--- src/rtl/exec_seq_pkg.sv ---
// Shared encodings for the multi-cycle execute sequencer: FSM states,
// instruction classes, opcode and ALU operation constants.
package exec_seq_pkg;

    typedef enum logic [2:0] {
        ST_IDLE,
        ST_FETCH,
        ST_DECODE,
        ST_EXECUTE,
        ST_COMPLETE
    } state_t;

    typedef enum logic [1:0] {
        CLS_RTYPE,
        CLS_ADDI,
        CLS_BRANCH,
        CLS_ILLEGAL
    } instr_class_t;

    localparam logic [3:0] OP_RTYPE_MAX = 4'h6;
    localparam logic [3:0] OP_ADDI      = 4'h8;
    localparam logic [3:0] OP_BEQ       = 4'h9;
    localparam logic [3:0] OP_BLT       = 4'hA;

    localparam logic [2:0] ALU_ADD = 3'b000;
    localparam logic [2:0] ALU_SUB = 3'b001;
    localparam logic [2:0] ALU_AND = 3'b010;
    localparam logic [2:0] ALU_OR  = 3'b011;
    localparam logic [2:0] ALU_SLL = 3'b100;
    localparam logic [2:0] ALU_SRL = 3'b101;
    localparam logic [2:0] ALU_XOR = 3'b110;

    function automatic logic [15:0] sext4(input logic [3:0] v);
        return {{12{v[3]}}, v};
    endfunction

endpackage

--- src/rtl/exec_seq_decode.sv ---
// Combinational instruction decode: class, ALU operation, B-operand select,
// register-file read addresses, write enable and illegal flag.
module exec_seq_decode
    import exec_seq_pkg::*;
(
    input  logic [15:0] instr,
    output logic [2:0]  alu_op,
    output logic        b_imm,
    output logic [3:0]  rs_addr,
    output logic [3:0]  rt_addr,
    output logic        reg_write,
    output logic        is_branch,
    output logic        is_blt,
    output logic        illegal
);

    logic [3:0]   opcode;
    instr_class_t iclass;

    assign opcode = instr[15:12];
    assign is_blt = (opcode == OP_BLT);

    always_comb begin
        iclass    = CLS_ILLEGAL;
        alu_op    = ALU_ADD;
        b_imm     = 1'b0;
        rs_addr   = instr[7:4];
        rt_addr   = instr[3:0];
        reg_write = 1'b0;
        is_branch = 1'b0;
        illegal   = 1'b0;

        if (opcode <= OP_RTYPE_MAX)
            iclass = CLS_RTYPE;
        else if (opcode == OP_ADDI)
            iclass = CLS_ADDI;
        else if (opcode == OP_BEQ || opcode == OP_BLT)
            iclass = CLS_BRANCH;

        case (iclass)
            CLS_RTYPE: begin
                alu_op    = opcode[2:0];
                reg_write = 1'b1;
            end
            CLS_ADDI: begin
                b_imm     = 1'b1;
                reg_write = 1'b1;
            end
            CLS_BRANCH: begin
                // Branches compare Ra against Rb, which sit one field higher.
                alu_op    = ALU_SUB;
                rs_addr   = instr[11:8];
                rt_addr   = instr[7:4];
                is_branch = 1'b1;
            end
            default: illegal = 1'b1;
        endcase
    end

endmodule

--- src/rtl/exec_sequencer.sv ---
// Multi-cycle execute sequencer: FETCH/DECODE/EXECUTE/COMPLETE around one shared ALU.
// Optional sticky illegal-instruction trap enabled by defining EXEC_TRAP_EN.
module exec_sequencer
    import exec_seq_pkg::*;
(
    input  logic        input_CLK,
    input  logic        input_Reset,
    input  logic        input_Start,
    input  logic [15:0] input_Instr,
    input  logic [15:0] input_PC,
    output logic [3:0]  output_RsAddr,
    output logic [3:0]  output_RtAddr,
    input  logic [15:0] input_RsVal,
    input  logic [15:0] input_RtVal,
    output logic [15:0] output_ALU_A,
    output logic [15:0] output_ALU_B,
    output logic [2:0]  output_ALUOp,
    input  logic [15:0] input_ALU_Result,
    input  logic        input_ALU_Zero,
    input  logic        input_ALU_Negative,
    output logic        output_Ready,
    output logic        output_Done,
    output logic [15:0] output_Result,
    output logic [3:0]  output_Rd,
    output logic        output_RegWrite,
    output logic [15:0] output_NextPC,
    output logic        output_BranchTaken
`ifdef EXEC_TRAP_EN
    ,
    output logic        output_Trap
`endif
);

    state_t      state_reg, state_next;
    logic [15:0] instr_reg, pc_reg, pc_plus2_reg, target_reg;
    logic [15:0] rs_val_reg, rt_val_reg, result_reg, next_pc_reg;
    logic [3:0]  rd_reg;
    logic        reg_write_reg, taken_reg;

    logic [2:0]  dec_alu_op;
    logic        dec_b_imm, dec_reg_write, dec_is_branch, dec_is_blt, dec_illegal;
    logic [15:0] imm_ext, branch_offset;
    logic        trapped, ready, accept, branch_taken;

    exec_seq_decode u_decode (
        .instr     (instr_reg),
        .alu_op    (dec_alu_op),
        .b_imm     (dec_b_imm),
        .rs_addr   (output_RsAddr),
        .rt_addr   (output_RtAddr),
        .reg_write (dec_reg_write),
        .is_branch (dec_is_branch),
        .is_blt    (dec_is_blt),
        .illegal   (dec_illegal)
    );

`ifdef EXEC_TRAP_EN
    logic trap_reg;
    assign trapped     = trap_reg;
    assign output_Trap = trap_reg;
`else
    assign trapped = 1'b0;
`endif

    assign imm_ext       = sext4(instr_reg[3:0]);
    assign branch_offset = {imm_ext[14:0], 1'b0};
    assign ready         = (state_reg == ST_IDLE || state_reg == ST_COMPLETE) && !trapped;
    assign accept        = ready && input_Start;
    assign branch_taken  = dec_is_branch && (dec_is_blt ? input_ALU_Negative : input_ALU_Zero);

    always_comb begin
        state_next   = state_reg;
        output_ALU_A = 16'h0000;
        output_ALU_B = 16'h0000;
        output_ALUOp = ALU_ADD;
        case (state_reg)
            ST_IDLE: begin
                if (accept)
                    state_next = ST_FETCH;
            end
            ST_FETCH: begin
                output_ALU_A = pc_reg;
                output_ALU_B = 16'd2;
                state_next   = ST_DECODE;
            end
            ST_DECODE: begin
                output_ALU_A = pc_plus2_reg;
                output_ALU_B = branch_offset;
                state_next   = ST_EXECUTE;
            end
            ST_EXECUTE: begin
                // Illegal opcodes leave the ALU idle and retire as a NOP.
                if (!dec_illegal) begin
                    output_ALU_A = rs_val_reg;
                    output_ALU_B = dec_b_imm ? imm_ext : rt_val_reg;
                    output_ALUOp = dec_alu_op;
                end
                state_next = ST_COMPLETE;
            end
            ST_COMPLETE: begin
                state_next = accept ? ST_FETCH : ST_IDLE;
            end
            default: state_next = ST_IDLE;
        endcase
    end

    always_ff @(posedge input_CLK) begin
        if (input_Reset) begin
            state_reg     <= ST_IDLE;
            instr_reg     <= 16'h0000;
            pc_reg        <= 16'h0000;
            pc_plus2_reg  <= 16'h0000;
            target_reg    <= 16'h0000;
            rs_val_reg    <= 16'h0000;
            rt_val_reg    <= 16'h0000;
            result_reg    <= 16'h0000;
            next_pc_reg   <= 16'h0000;
            rd_reg        <= 4'h0;
            reg_write_reg <= 1'b0;
            taken_reg     <= 1'b0;
`ifdef EXEC_TRAP_EN
            trap_reg      <= 1'b0;
`endif
        end else begin
            state_reg <= state_next;
            if (accept) begin
                instr_reg <= input_Instr;
                pc_reg    <= input_PC;
            end
            case (state_reg)
                ST_FETCH: pc_plus2_reg <= input_ALU_Result;
                ST_DECODE: begin
                    target_reg <= input_ALU_Result;
                    rs_val_reg <= input_RsVal;
                    rt_val_reg <= input_RtVal;
                end
                ST_EXECUTE: begin
                    result_reg    <= input_ALU_Result;
                    rd_reg        <= instr_reg[11:8];
                    reg_write_reg <= dec_reg_write;
                    taken_reg     <= branch_taken;
                    next_pc_reg   <= branch_taken ? target_reg : pc_plus2_reg;
`ifdef EXEC_TRAP_EN
                    if (dec_illegal)
                        trap_reg <= 1'b1;
`endif
                end
                default: ;
            endcase
        end
    end

    assign output_Ready       = ready;
    assign output_Done        = (state_reg == ST_COMPLETE);
    assign output_RegWrite    = output_Done && reg_write_reg;
    assign output_Result      = result_reg;
    assign output_Rd          = rd_reg;
    assign output_NextPC      = next_pc_reg;
    assign output_BranchTaken = taken_reg;

endmodule

--- config.mk ---
export PLATFORM = sky130hd
export DESIGN_NAME = exec_sequencer
export DESIGN_NICKNAME = d
export VERILOG_FILES = /design/src/rtl/exec_seq_pkg.sv /design/src/rtl/exec_seq_decode.sv /design/src/rtl/exec_sequencer.sv
export SDC_FILE = /design/constraint.sdc
export NUM_CORES = 1
export LEC_CHECK = 0
export CAP_MARGIN = 10
export CORE_AREA = 4 4 165 127
export DETAILED_ROUTE_END_ITERATION = 10
export DIE_AREA = 0 0 169 131
export PLACE_DENSITY = 0.65
export SLEW_MARGIN = 20
export SYNTH_ARGS = -nofsm -noshare
export SYNTH_HDL_FRONTEND = slang
export SYNTH_SLANG_ARGS = --single-unit
--- constraint.sdc ---
create_clock -name input_CLK -period 2 [get_ports input_CLK]
set_input_delay 0.4 -clock input_CLK [delete_from_list [all_inputs] [get_ports input_CLK]]
set_output_delay 0.4 -clock input_CLK [all_outputs]
set_load 0.005 [all_outputs]
== Yosys cells after proc, flatten, opt, wreduce, memory -nomap -nowiden ==
Index checks and enable logic that the tools add are counted.

* Bits in registers: 137
* Input port bits: 85
* Output and inout bits: 83
* Word-level logic and storage cells: 53

* Magnitude comparators: 1
* Equal/unequal tests: 10
* Mux-type cells: 21
* Reductions and logical operators: 9

{| class="wikitable"
|+ Operators by type and width
! operator !! number
|-
| $pmux 16 s3 || 2
|-
| $mux 16 || 4
|-
| $pmux 3 s5 || 1
|-
| $eq 4x4->1 const B || 3
|-
| $mux 3 || 3
|-
| $mux 4 || 2
|-
| $eq 3x2->1 const B || 2
|-
| $mux 1 || 6
|-
| $pmux 3 s2 || 1
|-
| $le 4x3->1 const B || 1
|-
| $mux 2 || 2
|-
| $eq 3x1->1 const B || 1
|-
| $eq 3x3->1 const B || 1
|-
| $logic_and 1x1->1 || 3
|-
| $logic_not 3->1 || 1
|-
| $reduce_or 3->1 || 1
|-
| $eq 2x1->1 const B || 1
|-
| $eq 2x2->1 const B || 1
|-
| $logic_not 2->1 || 1
|-
| $logic_or 1x1->1 || 2
|-
| $ne 2x2->1 const B || 1
|-
| $reduce_or 2->1 || 1
|}

== Logic depth before layout (Yosys ltp) ==
Gate-level depths: netlist of run 1.

* Word-level depth: 10
* Depth in mapped cells: 7
* Mapped depth without buffers: 4

== Cells and area by module ==
From an unflattened synthesis of run 1, not the netlist that was laid out.

* Cell total of the unflattened synthesis: 704
* Area, all modules: 5838.1 µm²

{| class="wikitable"
|+ By module, submodules not included
! module !! times used !! cells an instance !! area each (µm²)
|-
| exec_sequencer || 1 || 674 || 5569.1
|-
| exec_seq_decode || 1 || 30 || 269.0
|}

== Least setup slack after synthesis of run 1 ==
OpenSTA, ideal clock, no wires.

* Path kind: input to output
* From: input instr_reg[15]
* To: output output_ALU_B[2]
* Data arrival time: 1.406 ns
* Data required time: 1.600 ns
* Slack: 0.194 ns
* Stages on the path: 5
* Path buffers: 1
* Cells stage by stage: dfxtp_1 -> buf_4 -> nor4b_2 -> mux2_2 -> a22o_1

* Longest elaborated chain between the ends: 10
* Elaborated cells on any way between the ends: 16
* Classes of those cells: order compare: 1; eq/ne: 5; mux: 7; reduce/logical: 3

{| class="wikitable"
|+ RTL lines
! what !! RTL line !! RTL
|-
| start, declared || exec_sequencer.sv:35 || <nowiki>logic [15:0] instr_reg, pc_reg, pc_plus2_reg, target_reg;</nowiki>
|-
| $eq 4x4->1 || exec_seq_decode.sv:37 || <nowiki>else if (opcode == OP_BEQ || opcode == OP_BLT)</nowiki>
|-
| $logic_or 1x1->1 || exec_seq_decode.sv:37 ||
|-
| $mux 1 || exec_seq_decode.sv:37 ||
|-
| $mux 2 || exec_seq_decode.sv:35 || <nowiki>else if (opcode == OP_ADDI)</nowiki>
|-
| $mux 2 * || exec_seq_decode.sv:33 || <nowiki>if (opcode <= OP_RTYPE_MAX)</nowiki>
|-
| $eq 2x1->1 || exec_seq_decode.sv:40 || <nowiki>case (iclass)</nowiki>
|-
| $mux 1 || exec_seq_decode.sv:40 ||
|-
| $mux 16 || exec_sequencer.sv:95 || <nowiki>output_ALU_B = dec_b_imm ? imm_ext : rt_val_reg;</nowiki>
|-
| $mux 16 * || exec_sequencer.sv:93 || <nowiki>if (!dec_illegal) begin</nowiki>
|-
| $pmux 16 s3 * || exec_sequencer.sv:76 || <nowiki>case (state_reg)</nowiki>
|-
| end, declared || exec_sequencer.sv:16 || <nowiki>output logic [15:0] output_ALU_B,</nowiki>
|}

Mark *: on every way between the ends. The rest lies on a longest branch, timed or not.

== Worst setup path in the final report of run 1 ==
* From: input instr_reg[13]
* To: output output_ALU_B[3]

Same word-level chain as after synthesis.

==> results of run 1 <==
[worst reg2reg max path: cells and delay by family, from the launching register on]
kind / cells / cell delay, ns
flops: 1 / 0.34
simple gates: 2 / 0.34
buf+inv: 4 / 0.69
compound gates: 1 / 0.12
[placed cells by master (no fill, tap or decap), types with 7 or more instances in the layout]
cell             instances
mux2_2                   8
buf_2                   31
buf_12                   9
dfxtp_1                130
buf_6                    9
nor2_1                  21
a22oi_1                 16
dlygate4sd2_1           10
a21o_1                  12
clkdlybuf4s50_1        120
mux2i_1                 17
nand2_1                245
clkbuf_16               18
a21oi_1                122
o21ai_1                 10
buf_4                   43
a211oi_1                 7
a211oi_2                 9
[cell usage after synthesis (2+ instances only)]
| master | instances |
|---|---|
| a211oi_2 | 9 |
| nand3b_1 | 3 |
| nand2b_1 | 2 |
| nor2b_1 | 4 |
| nor2_1 | 23 |
| and3_1 | 3 |
| a22oi_1 | 16 |
| a21o_1 | 12 |
| a211oi_1 | 7 |
| a22o_1 | 2 |
| o21ai_1 | 7 |
| clkbuf_1 | 35 |
| o21a_1 | 2 |
| mux2i_1 | 17 |
| nand2_1 | 255 |
| o21ai_0 | 13 |
| buf_4 | 3 |
| a21oi_1 | 124 |
| dfxtp_1 | 137 |
| and2_1 | 2 |
| buf_2 | 17 |
| mux2_2 | 11 |
| buf_1 | 3 |
[final cells by class]
type / count / area share
Inverter: 1 / 0.000429
Multi-Input combinational cell: 524 / 0.325
Tap cell: 253 / 0.0362
Clock buffer: 19 / 0.0518
Sequential cell: 137 / 0.316
Clock inverter: 13 / 0.0216
Timing Repair Buffer: 231 / 0.249
[layer usage]
metal  vias to the layer above  GRT usage
met1                      2554      0.209
met4                         2     0.0459
li1                       2796          -
met2                       157      0.257
met5                         -          0
met3                        23     0.0671
[final timing paths]
path	from	to	slack (ns)
hold / removal	input_Reset	instr_reg[14]	0.32
setup / recovery	instr_reg[13]	output_ALU_B[3]	-0.37
hold reg to reg	output_Result[7]	output_Result[7]	0.45
setup reg to reg	state_reg[1]	rs_val_reg[5]	0.44
[where the power goes]
| part | total, W | switching, W | leakage [nW] | internal, W |
|---|---|---|---|---|
| combinational | 0.00108 | 0.000541 | 1.94 | 0.000540 |
| sequential | 0.00300 | 0.000115 | 1.12 | 0.00289 |
| clock | 0.00340 | 0.00124 | 0.311 | 0.00217 |
[cell families after synthesis]
family                    after synthesis  share of synthesized area
AOI/OAI and AO/OA                     196                      0.205
xor gates and xnor gates                1                    0.00153
buffers and inverters                  61                     0.0500
DFF                                   137                      0.480
muxes                                  28                     0.0515
and+or+nand+nor                       299                      0.212
[metrics by stage]
step	instance area (um^2)	cells	hold WS [ns]	setup TNS, ns	power (W)
4_1_cts	8610	1170	0.310	-11.70	0.00752
3_3_place_gp	7840	1126	0.439	-3.29	0.00408
3_5_place_dp	7840	1126	0.446	-4.24	0.00409
6_report	8750	1178	0.319	-9.12	0.00749
5_1_grt	8750	1178	0.334	-12.65	0.00780
2_1_floorplan	5710	722	0.427	0	0.00353
[what timing repair did]
| item | CTS | global route |
|---|---|---|
| pin swaps | 10 | 12 |
| endpoints found under the hold margin | 0 | 0 |
| gates cloned | 3 | 1 |
| setup endpoints to repair | 46 | 44 |
| resized for setup | 142 | 74 |
| setup buffers | 9 | 8 |
==> summary.md, run 1 <==
| Metric | Value |
|---|---|
| Vias in the first global route | `5,397` |
| Failing checks | `negative setup slack` |
| Total die area | `22,100 um^2` |
| Starting Density | `0.297` |
| Layout Skew | `0.00748 ns` |
| Met2 Routed Length | `8410 um` |
| Post-DP HPWL | `12,300 um` |
| Worst EP required | `1.60 ns` |
| Stages on the worst setup path | `7` |
| CP endpoint kind | `primary output` |
| TritonCTS clock tree | `yes` |
| Routed wire length | `18,300 um` |
| Largest net degree at the start of global routing | `63` |
| WL met1 | `8090 um` |
| Register-to-Register Path Depth | `7` |
| Clk root buf | `clkbuf_16` |
| Syn. warnings | `0` |
| Final hold vios | `0` |
| DR top layer | `met5` |
| Post-synth ARST share | `0` |
| Status | `finished with violations` |
| EDFF count, synth | `0` |
| Critical Path, Cell by Cell | `nor4b_4 -> buf_4 -> buf_6 -> buf_6 -> mux2_4 -> a22o_1 -> buf_2` |
| Sequential cell area fraction in the yosys report | `0.480` |
| Largest cells by area after synthesis | `dfxtp_1 (48%), nand2_1 (17%), a21oi_1 (11%)` |
| # fillers | `1,893` |
| Main flop type after synthesis | `dfxtp_1` |
| # IOs | `168` |
| Area share of the largest cell type after synthesis | `0.480` |
| Core area | `19,200 um^2` |
| Critical path buffers and inverters | `4` |
| LEAKAGE | `3.37 nW` |
| TritonCTS buffer count | `17` |
| Critical path class | `reg2out` |
| CTS clock-pin slew for the worst setup and hold paths | `0.06 ns` |
| Antenna Cells | `0` |
| Remaining antenna violation count | `0` |
| Crit-path leading delay family | `buffers and inverters` |
| Synth unique cells | `38` |
| Initial antenna violation count | `1` |
| Max IR drop VDD | `0.520 mV` |
| Relative slew slack | `0.643` |
| Syn avg cell area | `7.91 um^2` |
| Gpl congestion | `0.784` |
| Critical path peak fanout | `4` |
| Longest Clk Path Bufs | `2` |
| Synthesized area | `5710 um^2` |
| Tmin final | `2.37 ns` |
| Fmax | `422 MHz` |
| Die width | `169 um` |
| Hold Path Depth | `2` |
| CTS Sinks | `137` |
| Total Routing Usage GR | `0.163` |
| GRT Residual Overflow | `0` |
| Worst slew pin tran | `0.536 ns` |
| DR iter-0 viols | `403` |
| Clock Latency Late Sink | `0.42 ns` |
| Cells after synthesis | `722` |
| Final net count | `997` |
| Share of cells above drive strength 1 | `0.208` |
| Period utilization | `1.18` |
| Syn nets | `807` |
| Footprint of the multi-input gates | `2840 um^2` |
| Power density cells | `856 nW/um^2` |
| Dpl ws | `-0.212 ns` |
| Vias/cell | `4.70` |
| MaxCap Viol Count | `0` |
| Hold-fix buffers, CTS | `0` |
| Setup ws final | `-0.369 ns` |
| CP max stage cell | `dfxtp_4` |
| TritonRoute pass-1 iters | `6` |
| Final setup viols | `40` |
| Top cell by count, worst path | `buf_6` |
| Final Util | `0.455` |
| Max Slew Vio Count | `0` |
| Syn-to-layout area delta | `53.2%` |
| Synth area leader | `dfxtp_1` |
| Die Y-Extent | `131 um` |
| First-pass GRT wire length | `28,400 um` |
| # rows | `44` |
| DRC viols | `0` |
| Sequential cell area | `2760 um^2` |
| Avg WL per Cell | `15.6 um` |
| Hold/Removal Path Class | `in2reg` |
| PortBufs | `167` |
| Synthesized flop and latch total | `137` |
| CP peak stage delay | `0.36 ns` |
| DR WL met3 | `1560 um` |
| Setup crit start kind | `flip-flop` |
| Clock H-tree levels | `4` |
| Routed vias | `5,532` |
| RSZ-0062 raised after global routing | `true` |
| Data arrival, critical path | `1.97 ns` |
Power figures use the tool's default switching activity.
==> run 2, diff against run 1 <==
CTS_CLUSTER_SIZE = 16   (was not set)
REMOVE_ABC_BUFFERS = 1   (was not set)
==> summary.md, run 2 (synthesized netlist as in run 1, its figures left out) <==
| Metric | Value |
|---|---|
| Critical path peak fanout | `4 (unchanged)` |
| Comb pwr share | `0.158 (+0.014)` |
| Crit-path leading delay family | `buffers and inverters` |
| Syn-to-layout area delta | `53.2% (about the same)` |
| Sw frac | `0.261 (+0.00784)` |
| CP peak stage delay | `0.36 ns (about the same)` |
| Power density cells | `839 nW/um^2 (-2.0%)` |
| Setup ws final | `-0.298 ns (+0.0710 ns)` |
| TritonCTS buffer count | `17 (unchanged)` |
| Power Total | `0.00734 W (-2.0%)` |
| Total Routing Usage GR | `0.176 (+0.0125)` |
| Initial antenna violation count | `1 (unchanged)` |
| Remaining antenna violation count | `0 (unchanged)` |
| Critical path class | `reg2out` |
| Setup crit start kind | `flip-flop` |
| Final net count | `990 (-0.70%)` |
| Total die area | `22,100 um^2 (unchanged)` |
| # IOs | `168 (unchanged)` |
| Largest net degree at the start of global routing | `77 (+22%)` |
| Die width | `169 um (unchanged)` |
| Vias/cell | `4.73 (+0.71%)` |
| CP max stage cell | `dfxtp_4` |
| CP endpoint kind | `primary output` |
| DRC viols | `0 (unchanged)` |
| Tmin final | `2.30 ns (-0.0710 ns)` |
| Clock H-tree levels | `4 (unchanged)` |
| GRT Residual Overflow | `0 (unchanged)` |
| Antenna Cells | `0 (unchanged)` |
| Placed cell areas | `7880 um^2 (+0.54%)` |
| Critical Path, Cell by Cell | `nor4b_4 -> buf_4 -> buf_6 -> mux2_4 -> a22o_1 -> buf_2` |
| Period utilization | `1.15 (-0.0355)` |
| MaxCap Viol Count | `0 (unchanged)` |
| Final hold vios | `0 (unchanged)` |
| Fmax | `435 MHz (+3.1%)` |
| First-pass GRT wire length | `30,100 um (+6.0%)` |
| Max Slew Vio Count | `0 (unchanged)` |
| Final setup viols | `40 (unchanged)` |
| Share of cells above drive strength 1 | `0.222 (+0.0147)` |
| Worst EP required | `1.60 ns (about the same)` |
| Clock Latency Late Sink | `0.42 ns (about the same)` |
| Worst slew pin tran | `0.594 ns (+0.0580 ns)` |
| # fillers | `1,901 (+0.42%)` |
| CTS Sinks | `137 (unchanged)` |
| # rows | `44 (unchanged)` |
| Switch Pwr | `0.00191 W (+1.0%)` |
| Final TNS setup | `-6.51 ns (+2.61 ns)` |
| Longest Clk Path Bufs | `2 (unchanged)` |
| Gpl congestion | `0.807 (+2.9%)` |
| LEAKAGE | `3.35 nW (-0.67%)` |
| Failing checks | `negative setup slack` |
| Routed wire length | `19,600 um (+7.0%)` |
| PortBufs | `167 (unchanged)` |
| Status | `finished with violations` |
| Routed vias | `5,538 (+0.11%)` |
| Design Area, Final | `8740 um^2 (about the same)` |
| Commonest non-fill, non-tap cell in the layout | `nand2_1` |
| Layout Skew | `0.0115 ns (+0.00404 ns)` |
| Avg WL per Cell | `16.8 um (+7.6%)` |
| Clock power frac | `0.433 (-0.022)` |
| Core area | `19,200 um^2 (unchanged)` |
| Internal | `0.00543 W (-3.0%)` |
| Max IR drop VDD | `0.519 mV (-0.23%)` |
| CTS clock-pin slew for the worst setup and hold paths | `0.06 ns (about the same)` |
| TritonRoute pass-1 iters | `5 (-1)` |
| Commonest non-fill, non-tap cells in the layout | `nand2_1 (239), dfxtp_1 (130), clkdlybuf4s50_1 (121), a21oi_1 (120), buf_4 (39)` |
| Critical path buffers and inverters | `3 (-1)` |
| Post-DP HPWL | `12,800 um (+4.4%)` |
| Die Y-Extent | `131 um (unchanged)` |
| Relative slew slack | `0.604 (-0.0387)` |
| Vias in the first global route | `5,298 (-1.8%)` |
| RSZ-0062 raised after global routing | `true` |
| Final Util | `0.455 (about the same)` |
| TritonCTS clock tree | `yes` |
| DR iter-0 viols | `384 (-4.7%)` |
| Seq pwr share | `0.409 (+0.008)` |
| Starting Density | `0.297 (unchanged)` |
| Data arrival, critical path | `1.90 ns (-0.07 ns)` |
| Clk root buf | `clkbuf_16` |
| Hold/Removal Path Class | `in2reg` |
==> run 2: per-stage QoR <==
stage               setup WS [ns]  hold WS, ns  instances
global route               -0.379        0.228       1171
global placement           -0.176        0.441       1126
finish                     -0.298        0.236       1171
CTS                        -0.321        0.216       1171
detailed placement         -0.213        0.446       1126
floorplan                   -2.33        0.421        662
==> run 2: routing by layer <==
layer  track usage  wire (um)
met3        0.0577       1710
met5             0         14
met1         0.249       9310
met2         0.258       8340
met4        0.0469        245
==> run 2: final cells by class <==
cell class,count,area [um^2],share of cell area
clock inverters,10,116,0.0133
flip-flops and latches,137,2760,0.316
inverters,1,3.75,0.000429
well taps,253,317,0.0362
clock buffers,22,484,0.0554
repair buffers,224,2130,0.244
multi-input cells,524,2930,0.335
==> run 2: power groups by stage <==
stage	Clock (W)	Combinational, W	Sequential [W]
3_5_place_dp	0	0.00109	0.00305
3_3_place_gp	0	0.00108	0.00305
2_1_floorplan	0	0.000417	0.00303
6_report	0.00318	0.00116	0.00300
4_1_cts	0.00326	0.00114	0.00299
5_1_grt	0.00339	0.00126	0.00302
==> run 2: path summary, 6_finish.rpt <==
| check | startpoint | to | slack [ns] | cells after the start |
|---|---|---|---|---|
| max reg2reg | state_reg[2] | rs_val_reg[4] | 0.17 | 6 |
| min | input_Reset | rt_val_reg[6] | 0.24 | 2 |
| max | instr_reg[14] | output_ALU_B[3] | -0.30 | 6 |
| min reg2reg | pc_reg[1] | pc_reg[1] | 0.45 | 2 |
==> run 2: repair_timing <==
item | in CTS | in global routing
setup buffers | 11 | 5
pin swaps | 10 | 22
hold buffers | 0 | 0
cloned | 2 | 0
endpoints found under the setup margin | 45 | 43
resized for setup | 221 | 53
==> run 3, diff against run 2 <==
SLEW_MARGIN = not set   (was 20)
TNS_END_PERCENT = 100   (was not set)
==> results of run 3 <==
Same layout as run 2: the final DEF is identical, and so are final timing and power.
